<file path="src/rtl/reg_file_dump_if.sv">
// Beat stream carrying dumped register values from reg_file_dump to its sink.
// The master drives valid/data/addr/last; the slave answers with ready.
interface reg_file_dump_if #(
    parameter int DATA_WIDTH = 32,
    parameter int ADDR_WIDTH = 5
);
    logic                  out_valid;
    logic                  out_ready;
    logic [DATA_WIDTH-1:0] out_data;
    logic [ADDR_WIDTH-1:0] out_addr;
    logic                  out_last;

    modport master (
        output out_valid,
        input  out_ready,
        output out_data,
        output out_addr,
        output out_last
    );

    modport slave (
        input  out_valid,
        output out_ready,
        input  out_data,
        input  out_addr,
        input  out_last
    );
endinterface

</file>
<file path="src/rtl/reg_file_dump.sv">
// Sequential register-file reader: walks a wrapping address range and streams each value out.
// Optional running checksum of accepted beats when REG_FILE_DUMP_CHECKSUM_EN is defined.
//
// state   | meaning
// --------+-----------------------------------------------------------
// S_IDLE  | waiting for start; raddr held at 0
// S_FETCH | raddr=cur, capture rdata into the output beat at the edge
// S_SEND  | out_valid high, beat held until out_ready
// S_DONE  | one-cycle done pulse, then back to idle
module reg_file_dump #(
    parameter int DATA_WIDTH = 32,
    parameter int ADDR_WIDTH = 5
) (
    input  logic                  clk,
    input  logic                  resetn,
    input  logic                  start,
    input  logic [ADDR_WIDTH-1:0] first_addr,
    input  logic [ADDR_WIDTH-1:0] last_addr,
    output logic [ADDR_WIDTH-1:0] raddr,
    input  logic [DATA_WIDTH-1:0] rdata,
    reg_file_dump_if.master       dump,
`ifdef REG_FILE_DUMP_CHECKSUM_EN
    output logic [DATA_WIDTH-1:0] checksum,
`endif
    output logic                  busy,
    output logic                  done
);

    typedef enum logic [1:0] {
        S_IDLE  = 2'd0,
        S_FETCH = 2'd1,
        S_SEND  = 2'd2,
        S_DONE  = 2'd3
    } state_t;

    state_t                r_state;
    logic [ADDR_WIDTH-1:0] r_cur;
    logic [ADDR_WIDTH-1:0] r_last_addr;
    logic [ADDR_WIDTH-1:0] r_raddr;
    logic                  r_valid;
    logic [DATA_WIDTH-1:0] r_data;
    logic [ADDR_WIDTH-1:0] r_addr;
    logic                  r_last;
    logic                  r_busy;
    logic                  r_done;
`ifdef REG_FILE_DUMP_CHECKSUM_EN
    logic [DATA_WIDTH-1:0] r_checksum;
`endif

    logic                  w_hs;
    logic [ADDR_WIDTH-1:0] w_cur_next;

    assign w_hs       = r_valid & dump.out_ready;
    assign w_cur_next = r_cur + ADDR_WIDTH'(1);

    always_ff @(posedge clk) begin
        if (!resetn) begin
            r_state     <= S_IDLE;
            r_cur       <= '0;
            r_last_addr <= '0;
            r_raddr     <= '0;
            r_valid     <= 1'b0;
            r_data      <= '0;
            r_addr      <= '0;
            r_last      <= 1'b0;
            r_busy      <= 1'b0;
            r_done      <= 1'b0;
`ifdef REG_FILE_DUMP_CHECKSUM_EN
            r_checksum  <= '0;
`endif
        end else begin
            case (r_state)
                S_IDLE: begin
                    if (start) begin
                        r_last_addr <= last_addr;
                        r_cur       <= first_addr;
                        r_raddr     <= first_addr;
                        r_busy      <= 1'b1;
`ifdef REG_FILE_DUMP_CHECKSUM_EN
                        r_checksum  <= '0;
`endif
                        r_state     <= S_FETCH;
                    end
                end
                S_FETCH: begin
                    r_data  <= rdata;
                    r_addr  <= r_cur;
                    r_last  <= (r_cur == r_last_addr);
                    r_valid <= 1'b1;
                    r_state <= S_SEND;
                end
                S_SEND: begin
                    if (w_hs) begin
                        r_valid    <= 1'b0;
`ifdef REG_FILE_DUMP_CHECKSUM_EN
                        r_checksum <= r_checksum + r_data;
`endif
                        if (r_last) begin
                            r_done  <= 1'b1;
                            r_state <= S_DONE;
                        end else begin
                            // Address increment wraps naturally through the top entry.
                            r_cur   <= w_cur_next;
                            r_raddr <= w_cur_next;
                            r_state <= S_FETCH;
                        end
                    end
                end
                S_DONE: begin
                    r_done  <= 1'b0;
                    r_busy  <= 1'b0;
                    r_raddr <= '0;
                    r_state <= S_IDLE;
                end
                default: begin
                    r_state <= S_IDLE;
                end
            endcase
        end
    end

    assign raddr          = r_raddr;
    assign dump.out_valid = r_valid;
    assign dump.out_data  = r_data;
    assign dump.out_addr  = r_addr;
    assign dump.out_last  = r_last;
    assign busy           = r_busy;
    assign done           = r_done;
`ifdef REG_FILE_DUMP_CHECKSUM_EN
    assign checksum       = r_checksum;
`endif

endmodule

</file>
<file path="src/flat_wrapper.sv">
// flat-port wrapper written by rule: the top's interface ports become plain ports
module reg_file_dump_flat 
#(
    parameter int DATA_WIDTH = 32,
    parameter int ADDR_WIDTH = 5
)
  (clk, resetn, start, first_addr, last_addr, raddr, rdata, busy, done, dump_out_valid, dump_out_ready, dump_out_data, dump_out_addr, dump_out_last);
  reg_file_dump_if #(.DATA_WIDTH(DATA_WIDTH), .ADDR_WIDTH(ADDR_WIDTH)) dump_i ();
  input  logic clk;
  input  logic resetn;
  input  logic start;
  input  logic [ADDR_WIDTH-1:0] first_addr;
  input  logic [ADDR_WIDTH-1:0] last_addr;
  output logic [ADDR_WIDTH-1:0] raddr;
  input  logic [DATA_WIDTH-1:0] rdata;
  output logic busy;
  output logic done;
  output wire logic [$bits(dump_i.out_valid)-1:0] dump_out_valid;
  input wire logic [$bits(dump_i.out_ready)-1:0] dump_out_ready;
  output wire logic [$bits(dump_i.out_data)-1:0] dump_out_data;
  output wire logic [$bits(dump_i.out_addr)-1:0] dump_out_addr;
  output wire logic [$bits(dump_i.out_last)-1:0] dump_out_last;
  assign dump_out_valid = dump_i.out_valid;
  assign dump_i.out_ready = dump_out_ready;
  assign dump_out_data = dump_i.out_data;
  assign dump_out_addr = dump_i.out_addr;
  assign dump_out_last = dump_i.out_last;
  reg_file_dump #(.DATA_WIDTH(DATA_WIDTH), .ADDR_WIDTH(ADDR_WIDTH)) u_core (.clk(clk), .resetn(resetn), .start(start), .first_addr(first_addr), .last_addr(last_addr), .raddr(raddr), .rdata(rdata), .dump(dump_i), .busy(busy), .done(done));
endmodule
</file>
<file path="config.mk">
export PLATFORM = sky130hd
export DESIGN_NAME = reg_file_dump_flat
export DESIGN_NICKNAME = d
export VERILOG_FILES = /design/src/rtl/reg_file_dump_if.sv /design/src/rtl/reg_file_dump.sv /design/src/flat_wrapper.sv
export SDC_FILE = /design/constraint.sdc
export NUM_CORES = 1
export LEC_CHECK = 0
export ABC_AREA = 1
export BUFFER_PORTS_ARGS = -buffer_cell sky130_fd_sc_hd__buf_4
export CORE_ASPECT_RATIO = 0.9
export CORE_UTILIZATION = 51
export CTS_BUF_LIST = sky130_fd_sc_hd__clkbuf_8 sky130_fd_sc_hd__clkbuf_16
export CTS_CLUSTER_DIAMETER = 60
export DETAILED_ROUTE_END_ITERATION = 10
export HOLD_SLACK_MARGIN = 0.03
export PLACE_DENSITY = 0.84
export SLEW_MARGIN = 20
export SYNTH_ARGS = -nofsm -noshare
export SYNTH_HDL_FRONTEND = slang
export SYNTH_SLANG_ARGS = --single-unit
</file>
<file path="constraint.sdc">
create_clock -name clk -period 1.8 [get_ports clk]
set_input_delay 0.36 -clock clk [delete_from_list [all_inputs] [get_ports clk]]
set_output_delay 0.36 -clock clk [all_outputs]
set_load 0.03 [all_outputs]
</file>
==> results of run 1 <==
[metrics by stage]
stage	setup WS [ps]	hold WS (ps)	instance area, um^2
floorplan	543	444	2310
global placement	396	455	3040
detailed placement	315	463	3040
CTS	282	201	3200
global route	157	214	3200
finish	271	221	3200
[worst max path at each step]
stage	endpoint	slack, ps	cells after the start
after floorplan	u_core.raddr[3]	540	7
after global placement	u_core.raddr[4]	400	7
after detailed placement	u_core.raddr[3]	320	7
after CTS	u_core.raddr[3]	280	7
after global routing	u_core.raddr[2]	160	7
final	u_core.raddr[2]	270	7
[cell usage after synthesis]
cell | count | area share, %
clkbuf_1 | 4 | 0.65
nor3_1 | 1 | 0.22
buf_1 | 1 | 0.16
nand2_1 | 45 | 7.3
xnor2_1 | 1 | 0.38
nand3_2 | 1 | 0.43
dfxtp_1 | 58 | 50
inv_2 | 3 | 0.49
nand3_1 | 9 | 1.9
a211oi_1 | 1 | 0.32
a21oi_1 | 13 | 2.8
nor2_1 | 90 | 15
nand2_4 | 1 | 0.49
ha_1 | 1 | 0.54
a21oi_2 | 1 | 0.38
nand2_2 | 2 | 0.54
buf_2 | 7 | 1.5
o21ai_0 | 51 | 11
inv_1 | 18 | 2.9
nand4_1 | 2 | 0.54
buf_4 | 2 | 0.65
o21bai_1 | 3 | 0.97
nor2_4 | 2 | 0.97
[sequential cells by signal (all words and copies together), names as in the netlist, 2 cells and up]
name,flops
u_core.r_cur,5
u_core.r_state,2
u_core.dump.out_data,32
u_core.dump.out_addr,5
u_core.r_last_addr,5
u_core.raddr,5
[cells by family (layout without fill, tap and decap cells)]
kind of cell,after synthesis,in the layout,synth area share (%)
buffers and inverters,35,129,6.38
DFF,58,58,50.2
and+or+nand+nor,153,153,27.0
adders and majority gates,1,1,0.540
xor gates and xnor gates,1,1,0.378
AOI/OAI and AO/OA,69,69,15.5
[report_power, final]
| group | internal [mW] | total [mW] | switching [mW] |
|---|---|---|---|
| clock | 0.510 | 0.976 | 0.466 |
| combinational | 0.544 | 1.46 | 0.918 |
| sequential | 1.52 | 1.68 | 0.158 |
[placed cells by master, fill, tap and decap left out, types with 4 or more instances in the layout]
cell type / instances
a21oi_1: 13
dfxtp_1: 58
nand2_1: 45
clkbuf_8: 10
nand3_1: 9
nor2_1: 90
clkinv_2: 4
o21ai_0: 51
buf_4: 93
inv_1: 18
[layer usage]
layer	vias to the layer above	part of all wire (%)	wire length [um]	global-route usage, %
li1	1197	-	-	-
met1	1032	44	2470	31.0
met2	79	49	2740	41.7
met3	6	6.3	357	8.08
met4	0	1.0	56	10.5
met5	-	0	0	0
[area by class of cell]
class	count	area, um^2	area share [%]
Sequential cell	58	1160	36.3
Multi-Input combinational cell	224	1010	31.5
Timing Repair Buffer	94	718	22.5
Clock buffer	10	138	4.31
Inverter	21	78.8	2.47
Tap cell	60	75.1	2.35
Clock inverter	4	20.0	0.626
[critical path, cell delays in order, from the launching register on]
cell and delay, ps:
dfxtp_1 560, inv_1 140, nand3_1 180, nand2_2 120, nor2_4 190, inv_2 60, nor2_1 110, nor2_1 60
==> run_results.csv, run 1 <==
group,metric,value,unit
place,place_hpwl,3.94,mm
logic_synthesis,synthCells,317,
pwr,finalPower,4.11,mW
cts,clk_path_buf_depth,2,
logic_synthesis,synth-seq-cells,58,
cts,clock-sinks,58,
setup_path,cp-start-kind,"flop",
grt,grt_start_max_net_pins,39,
setup_path,worstSetupEndpointType,"flop",
sta,maxSlewHeadroom,71.0,%
setup_path,reg2reg_slack,270,ps
cells_and_area,nets,455,
cells_and_area,drive_gt1_share,28.7,%
place,gp_congestion,0.826,
logic_synthesis,ys_seq_area_share,50.2,%
logic_synthesis,yosys_warnings,0,
floorplanning,die_h,65.9,um
drt,vias,2314,
drt,vias_per_cell,4.91,
setup_path,worstReg2RegStart,"u_core.r_state[0]",
cells_and_area,instances_no_fill,471,
cts,cts_resized,0,
sta,finalSetupViolations,0,
cells_and_area,fillers,347,
cts,h-tree-depth,3,
floorplanning,die_x,73.0,um
place,port_buffers,91,
drt,drtPass1Iterations,4,
cts,cts_buffers,9,
logic_synthesis,synthDistinctLibCells,23,
logic_synthesis,synthesis.area,2310,um^2
setup_path,timing.rr.end,"u_core.raddr[2]",
place,placed_cells,457,
grt,grt_antenna_before_repair,0,
sta,drv_slew,0,
setup_path,cp.arrival,1750,ps
cells_and_area,syn2layout_area_growth,38.1,%
worst_hold_path,hold_class,"input port to flop",
grt,grtUsageTotal,25.5,%
cts,postCtsSetupBuffers,0,
sta,period_minus_slack,1530,ps
floorplanning,ios,92,
cts,path_clk_slew,60,ps
worst_hold_path,hold_depth,2,
setup_path,path_class,"flop to flop",
sta,rsz0062_at_grt,"false",
sta,fin_crit_sh,84.9,%
grt,first_global_vias,2075,
floorplanning,start_util,55.0,%
grt,grt_pass1_wl,9.26,mm
setup_path,startpoint,"u_core.r_state[0]",
floorplanning,rows,22,
cts,insertion_delay,330,ps
pwr,power_leakage,1.54,nW
cells_and_area,fin_util,75.9,%
worst_hold_path,hold_start,"dump_out_ready",
setup_path,worst-r2r-cell-count,7,
sta,fmax,654,MHz
status,status,"finished clean",
sta,worst_slew_pin_slew,434,ps
grt,gr-total-overflow,0,
drt,wl_per_cell,11.9,um
drt,drc,0,
drt,detail-route-antenna-nets,0,
job,cap_violations,0,
sta,clock_skew,7.37,ps
worst_hold_path,whs_endpoint,"u_core.dump.out_valid",
sta,finalHoldViolCount,0,
logic_synthesis,syn-num-nets,364,
drt,routed_wl,5.63,mm
cts,hold_buffers,0,
logic_synthesis,syn_area_per_cell,7.30,um^2
cts,cts_root_buf,"clkbuf_8",
cells_and_area,antenna_cells,0,
floorplanning,die_area,4810,um^2
floorplanning,coreArea,4210,um^2
sta,fin_setup_tns,0,ps
pwr,irDropWorstVdd,0.807,mV
cts,cts_tree,"yes",
setup_path,cp_max_fo,8,
drt,drtIter0Drc,102,
pwr,power.density,1290,nW/um^2
setup_path,cp_data_required_time,2020,ps
Power figures use the tool's default switching activity.
==> inputs of run 2 (changes only) <==
Settings changed: CORE_UTILIZATION 51 to 43, PLACE_DENSITY 0.84 to 0.76.
Clock period 1.8 ns to 1.32 ns, I/O delays scaled along.
==> run 2 against run 1 <==
Worst hold slack got worse by 100 ps; clock-buffer cell count rose by 1; combinational power up 40%; largest cell class unchanged; clock skew barely moved; sequential cell count is the same.
==> run_results.csv, run 2 (synthesis gave the netlist of run 1 again) <==
group,metric,value,unit
cells_and_area,stdcell_area,3350,um^2
place,place_hpwl,3.98,mm
cts,hold_buffers,0,
grt,grtUsageTotal,21.6,%
cts,h-tree-depth,3,
drt,drtPass1Iterations,4,
setup_path,reg2reg_slack,90,ps
sta,drv_slew,0,
drt,drc,0,
sta,finalSetupViolations,0,
cells_and_area,fin_util,66.8,%
grt,grt_start_max_net_pins,32,
floorplanning,rows,24,
sta,finalHoldViolCount,0,
cells_and_area,multiInputGateArea,1010,um^2
cts,clock-sinks,58,
cts,clk_path_buf_depth,2,
floorplanning,coreArea,5010,um^2
sta,maxSlewHeadroom,78.4,%
place,port_buffers,91,
drt,vias,2290,
worst_hold_path,hold_depth,2,
drt,wl_per_cell,12.0,um
sta,fin_crit_sh,93.4,%
cells_and_area,syn2layout_area_growth,44.7,%
pwr,power.density,1900,nW/um^2
place,gp_congestion,0.820,
setup_path,cp_data_required_time,1590,ps
pwr,finalPower,6.37,mW
job,cap_violations,0,
cts,cts_tree,"yes",
floorplanning,ios,92,
grt,gr-total-overflow,0,
setup_path,worst-r2r-cell-count,6,
sta,period_minus_slack,1230,ps
setup_path,cp.arrival,1510,ps
cells_and_area,antenna_cells,0,
sta,rsz0062_at_grt,"true",
cells_and_area,seq_area,1170,um^2
cells_and_area,final_common_cell,"buf_4",
drt,drtIter0Drc,135,
sta,fmax,811,MHz
cells_and_area,instances_no_fill,484,
place,place_area,3080,um^2
setup_path,cp-start-kind,"flop",
cts,insertion_delay,330,ps
drt,detail-route-antenna-nets,0,
worst_hold_path,hold_class,"input port to flop",
setup_path,path_class,"flop to flop",
grt,grt_pass1_wl,9.46,mm
floorplanning,die_area,5680,um^2
floorplanning,die_x,79.3,um
floorplanning,die_h,71.6,um
cts,cts_buffers,9,
floorplanning,start_util,46.2,%
sta,clock_skew,7.85,ps
cells_and_area,largest_reg_flops,32,
drt,vias_per_cell,4.73,
place,placed_cells,466,
setup_path,worstSetupEndpointType,"flop",
cts,path_clk_slew,70,ps
pwr,irDropWorstVdd,1.02,mV
cts,cts_root_buf,"clkbuf_8",
drt,routed_wl,5.81,mm
grt,grt_antenna_before_repair,0,
status,status,"finished clean",
cells_and_area,nets,461,
cells_and_area,fillers,450,
sta,worst_slew_pin_slew,323,ps
setup_path,cp_max_fo,10,
sta,fin_setup_tns,0,ps
grt,first_global_vias,2149,
cells_and_area,final_cell_mix,"buf_4, nor2_1, dfxtp_1",
cells_and_area,drive_gt1_share,31.3,%
pwr,power_leakage,1.61,nW
run 2: worst paths after layout:
| kind | startpoint | end |
|---|---|---|
| setup reg to reg | u_core.r_state[1] | u_core.r_cur[3] |
| hold / removal | dump_out_ready | u_core.dump.out_valid |
| setup / recovery | u_core.r_state[1] | u_core.r_cur[3] |
| hold reg to reg | u_core.r_last_addr[1] | u_core.r_last_addr[1] |
run 2: report_power, final:
group,switching (mW),internal [mW]
combinational,1.27,0.778
sequential,0.208,2.08
clock,0.682,1.35
total,2.16,4.20
run 2: worst max-delay path, stage by stage (launching register included):
cell	delay, ps
dfxtp_2	350
buf_4	150
nand3_1	140
nand3_2	240
nand2_1	150
nand2_1	60
nor2_1	90
run 2: layer usage:
layer  track usage [%]  wire [um]
met1              27.0       2730
met2              34.3       2690
met3              6.37        310
met4              9.90         88
met5                 0          0
run 2: metrics by stage:
step                      setup slack (ps)  hold WS [ps]
final                                 86.7           120
after detailed placement              49.6           458
after global placement                90.6           453
after global routing                 -8.60           117
after CTS                             36.0           107
after floorplan                       62.9           363
run 2: cell type report:
type / instances / share of cell area, %
multi-input cells: 225 / 30.2
inverters: 21 / 2.43
well taps: 65 / 2.43
flip-flops and latches: 58 / 34.9
repair buffers: 99 / 22.6
clock buffers: 11 / 4.52
clock inverters: 5 / 2.99
run 2: what timing repair did:
action                     CTS  global route
setup endpoints to repair    0            17
buffers inserted             0             1
resized for setup            0             7
==> inputs of run 3 (changes only) <==
==> constraint.sdc (replaced) <==
create_clock -name clk -period 1.32 [get_ports clk]
set_input_delay 0.198 -clock clk [delete_from_list [all_inputs] [get_ports clk]]
set_output_delay 0.198 -clock clk [all_outputs]
set_load 0.03 [all_outputs]
==> run 3 against run 2 <==
Die area unchanged; sequential cell count stayed put; power shrank 5.5%; non-clock buffer count rose by 1; register-to-register slack worse by 20 ps; via count rose by 2.6%; largest cell class unchanged; largest power group unchanged.
==> run_results.csv, run 3 (synthesis gave the netlist of run 1 again) <==
group,metric,value,unit
status,status,"finished clean",
cts,cts_root_buf,"clkbuf_8",
worst_hold_path,whs_endpoint,"u_core.dump.out_valid",
cells_and_area,antenna_cells,0,
cells_and_area,stdcell_area,3320,um^2
job,cap_violations,0,
sta,fin_setup_tns,0,ps
cts,path_clk_slew,60,ps
cts,insertion_delay,330,ps
drt,detail-route-antenna-nets,0,
setup_path,worstReg2RegStart,"u_core.r_state[1]",
place,place_hpwl,4.15,mm
worst_hold_path,hold_start,"dump_out_ready",
cts,clock-sinks,58,
cts,clk_path_buf_depth,2,
grt,grt_start_max_net_pins,33,
cells_and_area,drive_gt1_share,31.1,%
pwr,power_leakage,1.59,nW
grt,first_global_vias,2128,
pwr,irDropWorstVdd,1.01,mV
setup_path,worst-r2r-cell-count,7,
drt,vias_per_cell,4.87,
worst_hold_path,hold_depth,2,
cells_and_area,nets,461,
sta,timing.hold.ws,64.8,ps
sta,fmax,795,MHz
grt,gr-total-overflow,0,
floorplanning,ios,92,
pwr,switchingPower,2.15,mW
pwr,netSwitchingFraction,35.7,%
setup_path,slowest_delay,340,ps
pwr,clkPwrFrac,27.7,%
setup_path,cp_top_family,"simple AND/OR/NAND/NOR gates",
setup_path,cp_data_required_time,1550,ps
pwr,p_int,3.87,mW
sta,worst_slew_pin_slew,272,ps
cells_and_area,final_cell_mix,"buf_4, nor2_1, dfxtp_1",
setup_path,worstSetupEndpointType,"flop",
cells_and_area,final_common_cell,"buf_4",
cts,postCtsSetupBuffers,0,
cts,cts_resized,0,
floorplanning,die_h,71.6,um
drt,routed_wl,5.88,mm
cells_and_area,fin_util,66.3,%
sta,drv_slew,0,
setup_path,reg2reg_slack,60,ps
worst_hold_path,hold_class,"input port to flop",
cells_and_area,instances_no_fill,483,
setup_path,cp-start-kind,"flop",
sta,finalHoldViolCount,0,
setup_path,cp.arrival,1490,ps
drt,vias,2350,
pwr,pwr-share-comb,34.4,%
drt,drtPass1Iterations,4,
floorplanning,start_util,46.2,%
sta,rsz0062_at_grt,"true",
sta,clock_skew,6.57,ps
floorplanning,die_x,79.3,um
pwr,seq_power_share,37.9,%
place,place_area,3100,um^2
pwr,power.density,1810,nW/um^2
drt,drtIter0Drc,91,
setup_path,cp_num_buf_inv,2,
cells_and_area,syn2layout_area_growth,43.6,%
setup_path,timing.rr.end,"u_core.raddr[3]",
setup_path,cp_slowest_cell,"dfxtp_1",
place,port_buffers,91,
floorplanning,die_area,5680,um^2
pwr,finalPower,6.01,mW
floorplanning,rows,24,
grt,grt_pass1_wl,9.37,mm
drt,drc,0,
floorplanning,coreArea,5010,um^2
cts,h-tree-depth,3,
sta,maxSlewHeadroom,81.9,%
setup_path,cp_max_fo,6,
setup_path,crit_top_cell,"nor2_1",
place,placed_cells,468,
grt,grt_antenna_before_repair,0,
sta,period_minus_slack,1260,ps
grt,grtUsageTotal,21.7,%
cells_and_area,largest_reg_flops,32,
setup_path,path_class,"flop to flop",
cts,hold_buffers,0,
sta,fin_ws,62.7,ps
cts,cts_tree,"yes",
place,pre_cts_ws,73.9,ps
cts,cts_buffers,9,
sta,fin_crit_sh,95.3,%
place,gp_congestion,0.820,
sta,finalSetupViolations,0,
drt,wl_per_cell,12.2,um
setup_path,crit_chain,"buf_4, nand3_1, nand2_2, nor2_4, inv_2, nor2_1, nor2_1",
## run 3: area by class of cell
| type | instances | area, um^2 |
|---|---|---|
| clock buffer | 12 | 165 |
| clock inverter | 3 | 38.8 |
| fill | 461 | 1690 |
| inverter | 21 | 81.3 |
| multi-input combinational | 224 | 1020 |
| sequential | 58 | 1160 |
| tap | 65 | 81.3 |
| timing repair buffer | 100 | 776 |
## run 3: power groups by stage
stage	logic, mW	registers (mW)	clock network, mW
4_1_cts	2.07	2.27	1.69
2_1_floorplan	0.856	2.76	0
5_1_grt	2.28	2.32	1.77
6_report	2.07	2.28	1.66
3_5_place_dp	2.06	2.31	0
3_3_place_gp	2.03	2.30	0
## run 3: worst max-delay path by stage
| stage | start | slack (ps) | end | cells after the start |
|---|---|---|---|---|
| final | u_core.r_state[1] | 60 | u_core.raddr[3] | 7 |
| after global routing | u_core.r_state[1] | -30 | u_core.raddr[2] | 6 |
| after CTS | u_core.r_state[0] | 50 | u_core.dump.out_data[22] | 6 |
| after detailed placement | u_core.r_state[1] | 70 | u_core.raddr[3] | 7 |
| after global placement | u_core.r_state[1] | 100 | u_core.raddr[3] | 7 |
| after floorplan | u_core.dump.out_valid | 60 | u_core.raddr[3] | 7 |
## run 3: routing by layer
metal  GRT usage, %  part of all wire [%]  routed length [um]
met1           27.6                    46                2700
met2           34.1                    46                2730
met3           7.77                   6.2                 362
met4           7.88                   1.6                  95
met5              0                     0                   0
